`config.mk`:
```
export PLATFORM = sky130hd
export DESIGN_NAME = pipe_ctrl
export DESIGN_NICKNAME = d
export VERILOG_FILES = /design/src/rtl/pipe_ctrl_pkg.sv /design/src/rtl/pipe_ctrl_sat_counter.sv /design/src/rtl/pipe_ctrl.sv
export SDC_FILE = /design/constraint.sdc
export NUM_CORES = 1
export LEC_CHECK = 0
export BUFFER_PORTS_ARGS = -buffer_cell sky130_fd_sc_hd__buf_2
export CORE_UTILIZATION = 47
export CTS_BUF_LIST = sky130_fd_sc_hd__clkbuf_8 sky130_fd_sc_hd__clkbuf_16
export CTS_CLUSTER_SIZE = 8
export DETAILED_ROUTE_END_ITERATION = 6
export GPL_TIMING_DRIVEN = 0
export PLACE_DENSITY = 0.76
export SLEW_MARGIN = 10
export SYNTH_ARGS = -nofsm -noshare
export SYNTH_HDL_FRONTEND = slang
export SYNTH_HIERARCHICAL = 1
export SYNTH_SLANG_ARGS = --single-unit
```
`constraint.sdc`:
```
create_clock -name CLK -period 2.76 [get_ports CLK]
set_clock_uncertainty 0.15 [all_clocks]
set_input_delay 0.828 -clock CLK [delete_from_list [all_inputs] [get_ports CLK]]
set_output_delay 0.828 -clock CLK [all_outputs]
set_load 0.1 [all_outputs]
```
`src/rtl/pipe_ctrl_pkg.sv`:
```
// Shared definitions for the pipeline controller: stall-vector encodings,
// FSM state encoding and the zero word used for reset values.
package pipe_ctrl_pkg;

    // Stall vectors, bit order [0]=PC [1]=IF [2]=ID [3]=EX [4]=MEM [5]=WB
    localparam logic [5:0] STALL_NONE = 6'b000000;
    localparam logic [5:0] STALL_IF   = 6'b000011;
    localparam logic [5:0] STALL_ID   = 6'b000111;
    localparam logic [5:0] STALL_EX   = 6'b001111;
    localparam logic [5:0] STALL_MEM  = 6'b011111;

    localparam logic [31:0] ZERO_WORD = 32'h0000_0000;

    // RUN: redirects go straight out; PEND: a redirect waits for fetch to unfreeze
    typedef enum logic {
        RUN  = 1'b0,
        PEND = 1'b1
    } state_t;

endpackage

```
`src/rtl/pipe_ctrl_sat_counter.sv`:
```
// Saturating up-counter used for the controller's performance counters.
// It stops at all-ones instead of wrapping.
module sat_counter #(
    parameter int W = 32
) (
    input  logic         CLK,
    input  logic         RST,
    input  logic         inc,
    output logic [W-1:0] count
);

    // Count up on each qualified edge, holding once the maximum is reached
    always_ff @(posedge CLK or posedge RST) begin
        if (RST) begin
            count <= '0;
        end else if (inc && (count != {W{1'b1}})) begin
            count <= count + 1'b1;
        end
    end

endmodule

```
`src/rtl/pipe_ctrl.sv`:
```
// Central pipeline controller: merges per-stage stall requests into the
// stall vector, sequences branch redirects (including ones that arrive
// while fetch is frozen) and keeps stall/flush performance counters.
module pipe_ctrl
    import pipe_ctrl_pkg::*;
#(
    parameter int ADDR_W = 32,
    parameter int CNT_W  = 32
) (
    input  logic              CLK,
    input  logic              RST,
    input  logic              stallreq_if,
    input  logic              stallreq_id,
    input  logic              stallreq_ex,
    input  logic              stallreq_mem,
    input  logic              branch_flag,
    input  logic [ADDR_W-1:0] branch_target,
    output logic [5:0]        stall,
    output logic              redirect_valid,
    output logic [ADDR_W-1:0] redirect_pc,
    output logic              flush_if,
    output logic              pend,
    output logic [CNT_W-1:0]  stall_cycles,
    output logic [CNT_W-1:0]  flush_count
);

    state_t              state;
    state_t              state_next;
    logic [ADDR_W-1:0]   pend_pc;
    logic [ADDR_W-1:0]   pend_pc_next;
    logic [5:0]          stall_raw;
    logic                br_ok;
    logic                redirect_raw;
    logic [ADDR_W-1:0]   redirect_pc_raw;

    // Stall priority encoder: a deeper stage holding freezes everything upstream
    always_comb begin
        stall_raw = STALL_NONE;
        if (stallreq_mem) begin
            stall_raw = STALL_MEM;
        end else if (stallreq_ex) begin
            stall_raw = STALL_EX;
        end else if (stallreq_id) begin
            stall_raw = STALL_ID;
        end else if (stallreq_if) begin
            stall_raw = STALL_IF;
        end
    end

    // A branch is only trusted when ID is actually advancing this cycle
    assign br_ok = branch_flag & ~stall_raw[2];

    // State and pending-target registers
    always_ff @(posedge CLK or posedge RST) begin
        if (RST) begin
            state   <= RUN;
            pend_pc <= ZERO_WORD[ADDR_W-1:0];
        end else begin
            state   <= state_next;
            pend_pc <= pend_pc_next;
        end
    end

    // Next-state and redirect decode; PEND ignores new branches because ID holds a bubble
    always_comb begin
        state_next      = state;
        pend_pc_next    = pend_pc;
        redirect_raw    = 1'b0;
        redirect_pc_raw = '0;
        unique case (state)
            RUN: begin
                if (br_ok && !stall_raw[1]) begin
                    redirect_raw    = 1'b1;
                    redirect_pc_raw = branch_target;
                end else if (br_ok && stall_raw[1]) begin
                    pend_pc_next = branch_target;
                    state_next   = PEND;
                end
            end
            PEND: begin
                if (!stall_raw[1]) begin
                    redirect_raw    = 1'b1;
                    redirect_pc_raw = pend_pc;
                    state_next      = RUN;
                end
            end
            default: begin
                state_next = RUN;
            end
        endcase
    end

    // All combinational outputs are forced low while reset is held
    always_comb begin
        stall          = RST ? STALL_NONE : stall_raw;
        redirect_valid = redirect_raw & ~RST;
        redirect_pc    = RST ? '0 : redirect_pc_raw;
        flush_if       = redirect_raw & ~RST;
        pend           = (state == PEND) & ~RST;
    end

    sat_counter #(.W(CNT_W)) u_stall_cnt (
        .CLK   (CLK),
        .RST   (RST),
        .inc   (stall != STALL_NONE),
        .count (stall_cycles)
    );

    sat_counter #(.W(CNT_W)) u_flush_cnt (
        .CLK   (CLK),
        .RST   (RST),
        .inc   (flush_if),
        .count (flush_count)
    );

endmodule

```
### Word-level counts from Yosys, hierarchy flattened

Index checks and enable logic that the tools add are counted.

| storage, ports and cells | value |
|---|---|
| bits in registers | 97 |
| input bits | 39 |

| operators by class | value |
|---|---|
| $add $sub $neg | 2 |
| eq/ne operators | 2 |
| multiplexer cells | 16 |
| bitwise operators | 7 |
| reduce and logical (&&, ||, !) cells | 7 |

Operator list:

| kind | number |
|---|---|
| $mux W32 | 3 |
| $add A32 B1 Y32 const B | 2 |
| $ne A32 B32 Y1 const B | 2 |
| $pmux W32 S2 | 1 |
| $mux W6 | 2 |
| $reduce_bool A6 Y1 | 1 |
| $mux W1 | 5 |
| $logic_and A1 B1 Y1 | 4 |
| $mux W4 | 1 |
| $not A1 Y1 | 4 |
| $pmux W1 S2 | 2 |
| $and A1 B1 Y1 | 3 |
| $mux W3 | 1 |
| $reduce_and A3 Y1 | 1 |
| $mux W2 | 1 |
| $logic_not A1 Y1 | 1 |

### Depth between registers and ports, before layout

Gate-level depths: netlist (run 1).

| depth | value |
|---|---|
| depth in word-level cells | 11 |
| gate-level depth with buffers | 10 |
| mapped depth without buffers | 7 |

### By module

Netlist (run 1), hierarchy kept.

By module, submodules not included:

| module | times used | cells an instance | area each (um^2) |
|---|---|---|---|
| sat_counter | 2 | 139 | 1561.5 |
| pipe_ctrl | 1 | 169 | 1835.5 |

### Worst setup path after synthesis (run 1)

No wires, ideal clock.

| path | value |
|---|---|
| path type | in2reg |
| from | input port stallreq_ex |
| to | register u_flush_cnt.count[21] |
| library setup time | 0.159 ns |
| arrival time | 5.347 ns |
| required time | 2.451 ns |
| slack | -2.896 ns |
| stages | 8 |
| buffers on the path | 1 |
| cell sequence | or4_4 > nor3_1 > clkbuf_2 > nand3_1 > or4_4 > a311oi_4 > nand4_1 > xnor2_1 |

| between the ends | value |
|---|---|
| word-level cells in the longest chain between the ends | 9 |
| elaborated cells on any way between the ends | 11 |

RTL lines:

| item | line | text |
|---|---|---|
| start: declaration | pipe_ctrl.sv:14 | `input logic stallreq_ex,` |
| $mux W4 (*) | pipe_ctrl.sv:41 | `end else if (stallreq_ex) begin` |
| $mux W6 (*) | pipe_ctrl.sv:39 | `if (stallreq_mem) begin` |
| $not A1 Y1 | pipe_ctrl.sv:51 | `assign br_ok = branch_flag & ~stall_raw[2];` |
| $and A1 B1 Y1 | pipe_ctrl.sv:51 |  |
| $logic_and A1 B1 Y1 | pipe_ctrl.sv:72 | `if (br_ok && !stall_raw[1]) begin` |
| $mux W1 | pipe_ctrl.sv:72 |  |
| $pmux W1 S2 (*) | pipe_ctrl.sv:70 | `unique case (state)` |
| $and A1 B1 Y1 (*) | pipe_ctrl.sv:98 | `flush_if = redirect_raw & ~RST;` |
| via flush_if | pipe_ctrl.sv:21 | `output logic flush_if,` |
| $logic_and A1 B1 Y1 (*) | pipe_ctrl_sat_counter.sv:16 | `end else if (inc && (count != {W{1'b1}})) begin` |
| end signal: assignment | pipe_ctrl_sat_counter.sv:17 | `count <= count + 1'b1;` |
| end: declaration | pipe_ctrl_sat_counter.sv:9 | `output logic [W-1:0] count` |

The timed path passes the listed nets; every way through them passes the cells marked *.
A chain may end at the register's enable or synchronous reset.

### Final worst setup path (run 1)

| path | value |
|---|---|
| from | input port stallreq_ex |
| to | output port redirect_pc[22] |

| between the ends | value |
|---|---|
| word-level cells in the longest chain between the ends | 8 |
| elaborated cells on any way between the ends | 10 |

RTL lines:

| item | line | text |
|---|---|---|
| $mux W4 (*) | pipe_ctrl.sv:41 |  |
| $mux W6 (*) | pipe_ctrl.sv:39 |  |
| $not A1 Y1 | pipe_ctrl.sv:51 |  |
| $and A1 B1 Y1 | pipe_ctrl.sv:51 |  |
| $logic_and A1 B1 Y1 | pipe_ctrl.sv:72 |  |
| $mux W32 | pipe_ctrl.sv:72 |  |
| $pmux W32 S2 (*) | pipe_ctrl.sv:70 |  |
| $mux W32 (*) | pipe_ctrl.sv:97 | `redirect_pc = RST ? '0 : redirect_pc_raw;` |
| end: declaration | pipe_ctrl.sv:20 | `output logic [ADDR_W-1:0] redirect_pc,` |

Mark *: on every way between the ends. The rest lies on a longest branch, timed or not.

==> results of run 1 <==
[cell usage in the layout (no fill, tap or decap), drive strengths merged, types with 2 or more instances in the layout]
master / n
clkinv: 3
xor2: 4
dfrtp: 97
nor2b: 3
a2111oi: 2
nand2: 16
and3: 20
mux2: 34
ha: 2
xnor2: 52
nor3: 4
and4: 4
buf: 182
or4: 3
nand4: 22
a41oi: 4
nor2: 47
a311oi: 2
clkbuf: 23
a21oi: 5
inv: 9
mux2i: 2
or3: 2
a32oi: 32
nand3: 45
a31oi: 4
nor4: 5
[kinds of logic (layout without fill, tap and decap cells)]
logic type	count (synthesis)	count (layout)	synth area share
AND/OR/NAND/NOR	171	171	0.192
flip-flops	97	97	0.490
XOR/XNOR	56	56	0.0989
AO/OA/AOI/OAI	50	50	0.0984
multiplexers	36	36	0.0813
buffers and inverters	34	218	0.0343
adder cells (fa/ha/maj)	2	2	0.00505
other	1	1	0.000756
[timing repair]
item                       CTS  global route
hold endpoints to repair     0             0
setup endpoints to repair   60            64
pin swaps                   19            21
resized for setup          175            33
cloned                       1             0
buffers inserted            21            10
[final timing paths]
kind	startpoint	to	slack (ps)	cells past startpoint
min reg2reg	u_stall_cnt/count[23]	u_stall_cnt/count[23]	350	1
min in group asynchronous	RST	u_stall_cnt/count[15]	440	2
max	stallreq_ex	redirect_pc[22]	-480	6
min	u_stall_cnt/count[23]	u_stall_cnt/count[23]	350	1
max reg2reg	state	u_flush_cnt/count[21]	-110	12
max in group asynchronous	RST	pend_pc[6]	1330	3
[area by class of cell]
class,count,area share
Inverter,7,0.00355
Sequential cell,97,0.329
Tap cell,136,0.0230
Buffer,26,0.0282
Clock inverter,6,0.00828
Clock buffer,10,0.0186
Multi-Input combinational cell,316,0.380
Timing Repair Buffer,169,0.209
[routing by layer]
layer  part of all wire  wire (um)  GRT usage
met4              0.034        459      0.109
met5                  0          0          0
met3              0.043        577     0.0337
met2               0.51       6880      0.421
met1               0.41       5500      0.313
[worst max-delay path: cells and delay by family]
family,cells,cell delay (ps)
buf+inv,3,470
simple gates,2,670
compound gates,1,290
[power groups by stage]
stage | sequential, W | combinational, W | clock [W]
final | 0.00177 | 0.00174 | 0.000906
after floorplan | 0.00221 | 0.000832 | 0
after global placement | 0.00177 | 0.00151 | 0
after CTS | 0.00175 | 0.00171 | 0.000924
after global routing | 0.00179 | 0.00181 | 0.000987
after detailed placement | 0.00178 | 0.00154 | 0
[through the flow]
step / setup WS [ps] / cell area [um2] / hold slack (ps) / util
5_1_grt: -485 / 7400 / 351 / 0.720
4_1_cts: -488 / 7220 / 344 / 0.703
3_5_place_dp: -958 / 6200 / 324 / 0.603
6_report: -479 / 7400 / 347 / 0.720
3_3_place_gp: -916 / 6200 / 321 / 0.603
2_1_floorplan: -1310 / 5320 / 315 / -
[flip-flops by register name, indices dropped and copies added (netlist names)]
register / flops
u_stall_cnt/count: 32
state: 1
pend_pc: 32
u_flush_cnt/count: 32
==> metrics.cfg, run 1 <==
[detailed_routing]
routed_wire_length_per_instance_um = 17.5
drt_first_iter_violations = 175
ant_nets = 0
vias = 4387
drc = 0
detailedRoute.firstPassIterationCount = 5
vias_per_cell = 5.72
wl_um = 13400

[logic_synthesis]
postSynthRegisterBits = 97
synth_enable_flop_cells = 0
postSynthAreaPerCell_um2 = 11.1
synthTopCellsByCount = sky130_fd_sc_hd__dfrtp_1 (97), sky130_fd_sc_hd__xnor2_1 (52), sky130_fd_sc_hd__nor2_1 (47), sky130_fd_sc_hd__nand3_1 (44)
netlist_instances = 447
yosys_warnings = 6
post_synth_num_cell_types = 39
post-synth-top-area-cell = sky130_fd_sc_hd__dfrtp_1
yosysSeqAreaShare = 0.490
synth_most_common_cell = sky130_fd_sc_hd__dfrtp_1
synth.net_count = 488
synth_area_leaders = sky130_fd_sc_hd__dfrtp_1 (49%), sky130_fd_sc_hd__xnor2_1 (9.2%), sky130_fd_sc_hd__mux2_1 (7.3%)
top_flip_flop_cell_by_instance_count_after_synthesis = sky130_fd_sc_hd__dfrtp_1
syn_area_um2 = 4960
netlist.area_leader.share = 0.490
ys_async_sr_fraction = 1.00

[pwr]
total_switching_power_w = 0.00195
netSwitchingFraction = 0.442
cellInternalPower_w = 0.00246
clock_power_share = 0.205
power_w = 0.00441
comb_power_share = 0.394
seq_power_share = 0.401
p_leak_nw = 3.26
power_density_nw_per_um2 = 596
ir_drop_worst_case_vdd_v = 0.000924

[clocking]
postCtsHoldBufs = 0
clock_tree.htree_level_count = 3
clk_pin_slew_worst_paths_ps = 110
cts.root.buffer_cell = sky130_fd_sc_hd__clkbuf_8
clkLatencyLatePin_ps = 360
tritoncts_clock_tree = done
cts_buffer_depth = 2
cts_inserted_buffers = 9
cts_sinks = 97

[global_routing]
grt_max_degree = 34
number_of_antenna_violations_at_the_first_check_in_global_routing = 0
grt_first_pass_wirelength_um = 21700
overflow_after_grt = 0
first_global_vias = 4337
global_route.usage.total = 0.247

[cells_and_area]
final_cells = 767
fillers = 682
antennaDiodeCount = 0
seq_area_um2 = 2430
drive_gt1_frac = 0.464
syn2layout_area_growth_pct = 49.3
multiInputGateArea_um2 = 2820
design.final.nets = 667

[sta]
worst_pin_slew_ps = 827
report.final.hold_viol_count = 0
setup_viol_count_final = 56
slew_headroom = 0.446
slew_viol_final = 0
fin_tns_setup_ps = -21010
setup_repair_after_global_routing_missed_its_margin = yes
fin_crit_ps = 3240
final.period_utilization = 1.17
worst_slack_ps = -479
fmax_ghz = 0.309

[critical_path]
crit_path_frequent_cell = sky130_fd_sc_hd__buf_12
cp-start-kind = input pin
worst-setup-path-type = in -> out
highest_cell_delay_on_the_worst_timing_path_ps = 550
cp.required_ps = 1780
worstPathCellList = buf_8, or4_4, a21o_4, buf_12, nor2_4, buf_12
cpMaxStageDelayCell = sky130_fd_sc_hd__or4_4
worstPathArrival_ps = 2260
critPathCaptureType = primary output
critPathMaxFanout = 10

[placement]
dp.final_hpwl_um = 8540
globalplace.congestion = 0.855
place_inst = 725
place.port_buffers = 142

[floorplanning]
fp.dieH_um = 105
core_area_um2 = 10300
boundaryPins = 144
floorplan.initialDensity = 0.482
die_width_um = 105
std_cell_rows = 37
die_area_um2 = 11000

[outcome]
run_status = complete, but fails checks
violations_in_the_final_reports = setup timing

[hold_path]
hp-class = reg -> reg

[run]
number_of_violations_of_the_max_capacitance_limit = 0

No activity file was read; power rests on OpenSTA's default activity.
==> inputs of run 2 (changes only) <==
--- a/config.mk
+++ b/config.mk
@@ -11,7 +11,7 @@
 export CTS_CLUSTER_SIZE = 8
 export DETAILED_ROUTE_END_ITERATION = 6
 export GPL_TIMING_DRIVEN = 0
-export PLACE_DENSITY = 0.76
+export PLACE_DENSITY = 0.82
 export SLEW_MARGIN = 10
 export SYNTH_ARGS = -nofsm -noshare
 export SYNTH_HDL_FRONTEND = slang
==> run 2 against run 1 <==
  * The run still ends with setup timing left
  * Worst setup slack lost 4.2 ps
  * Register-to-register slack worse by 40 ps
  * Worst hold slack got worse by 5.2 ps
  * Clock power fell by 2.5%
  * Sequential share of layout area rose by 0.13 points
  * Via count is 0.73% lower
  * First-iteration DRC count up 19%
  * Final area shrank 0.41%
  * Combinational power hardly changed
  * Non-clock buffer count fell by 4
  * Maximum frequency fell by 0.13%
  * Largest power group unchanged
==> metrics.cfg, run 2 (synthesis results as in run 1) <==
[clocking]
clock_tree.htree_level_count = 3
clk_pin_slew_worst_paths_ps = 100
cts.root.buffer_cell = sky130_fd_sc_hd__clkbuf_8
cts_buffer_depth = 2
clkLatencyLatePin_ps = 370
cts_inserted_buffers = 9
tritoncts_clock_tree = done
cts_sinks = 97

[floorplanning]
floorplan.initialDensity = 0.482
boundaryPins = 144
std_cell_rows = 37
fp.dieH_um = 105
die_width_um = 105
die_area_um2 = 11000
core_area_um2 = 10300

[placement]
place_inst = 725
place_worst_setup_slack_ps = -984
dp.final_hpwl_um = 8690
place.port_buffers = 142
globalplace.congestion = 0.838

[cells_and_area]
syn2layout_area_growth_pct = 48.7
fillers = 698
seq_area_um2 = 2430
drive_gt1_frac = 0.458
multiInputGateArea_um2 = 2800
reg_top3 = pend_pc: 32 flops, u_flush_cnt/count: 32 flops, u_stall_cnt/count: 32 flops
layout_common_cells = sky130_fd_sc_hd__buf_2 (105), sky130_fd_sc_hd__dfrtp_1 (93), sky130_fd_sc_hd__xnor2_1 (48)
design.final.nets = 663
commonest_non_fill_non_tap_cell_in_the_layout = sky130_fd_sc_hd__buf_2
antennaDiodeCount = 0
final_cells = 763

[critical_path]
worstPathArrival_ps = 2270
critPathMaxFanout = 10
highest_cell_delay_on_the_worst_timing_path_ps = 550
worst-setup-path-type = in -> out
cp.required_ps = 1780
critPathCaptureType = primary output
cpMaxStageDelayCell = sky130_fd_sc_hd__or4_4
crit_path_frequent_cell = sky130_fd_sc_hd__buf_12
worstPathCellList = buf_8, or4_4, a21o_4, buf_12, nor2_4, buf_12
cp-start-kind = input pin

[sta]
fmax_ghz = 0.308
slew_headroom = 0.266
setup_repair_after_global_routing_missed_its_margin = yes
fin_tns_setup_ps = -21140
slew_viol_final = 0
worst_slack_ps = -484
fin_crit_ps = 3240
setup_viol_count_final = 54
worst_pin_slew_ps = 1090
report.final.hold_viol_count = 0
final.period_utilization = 1.18
hold-worst-slack_ps = 342

[pwr]
power_density_nw_per_um2 = 595
p_leak_nw = 3.27
power_w = 0.00439
ir_drop_worst_case_vdd_v = 0.00129

[global_routing]
met1_use_gr = 0.316
busiest_layer = met2
number_of_antenna_violations_at_the_first_check_in_global_routing = 0
global_route.usage.total = 0.254
use_met3 = 0.0474
grt_first_pass_wirelength_um = 22100
met2_usage = 0.429
overflow_after_grt = 0
grt_max_degree = 34
first_global_vias = 4400

[hold_path]
hp-class = reg -> reg

[detailed_routing]
vias_per_cell = 5.71
detailedRoute.firstPassIterationCount = 5
drc = 0
routed_wire_length_per_instance_um = 18.0
vias = 4355
drt_first_iter_violations = 208
wl_um = 13700
ant_nets = 0

[run]
number_of_violations_of_the_max_capacitance_limit = 0

[outcome]
violations_in_the_final_reports = setup timing
run_status = complete, but fails checks

## run 2: stage by stage
step | utilization | cell area, um2
after detailed placement | 0.603 | 6200
after CTS | 0.692 | 7110
final | 0.717 | 7370
after global routing | 0.717 | 7370
after floorplan | - | 5320
after global placement | 0.603 | 6200
## run 2: final timing paths
path                                        from               endpoint  slack [ps]  cells past startpoint
hold / removal             u_stall_cnt/count[23]  u_stall_cnt/count[23]         340                      1
hold reg to reg            u_stall_cnt/count[23]  u_stall_cnt/count[23]         340                      1
setup / recovery                     stallreq_ex         redirect_pc[3]        -480                      6
max in group asynchronous                    RST            pend_pc[23]        1300                      3
setup reg to reg                           state  u_flush_cnt/count[31]        -150                     12
min in group asynchronous                    RST  u_flush_cnt/count[29]         440                      2
## run 2: layout make-up
class | count | area share
clock inverters | 7 | 0.00832
flip-flops and latches | 97 | 0.330
well taps | 136 | 0.0231
clock buffers | 9 | 0.0168
plain buffers | 25 | 0.0283
inverters | 7 | 0.00356
multi-input cells | 316 | 0.380
repair buffers | 166 | 0.210
## run 2: worst max-delay path: cells and delay by family
family / cells / cell delay [ps]
buffers and inverters: 3 / 460
AOI/OAI and AO/OA: 1 / 290
and+or+nand+nor: 2 / 670
## run 2: metal layers
layer / share of wire / wire length, um
met1: 0.41 / 5680
met5: 0 / 0
met3: 0.043 / 587
met2: 0.51 / 6960
met4: 0.035 / 478
## run 2: power by group
group	switching, W	internal, W
Sequential	0.000169	0.00160
Clock	0.000537	0.000345
Combinational	0.00125	0.000493
Total	0.00195	0.00244
## run 2: timing repair
| item | in CTS | in global routing |
|---|---|---|
| gates resized for setup | 165 | 39 |
| cloned | 0 | 1 |
| hold buffers | 0 | 0 |
| pin swaps | 9 | 22 |
| setup buffers | 14 | 9 |
| endpoints found under the setup margin | 58 | 77 |
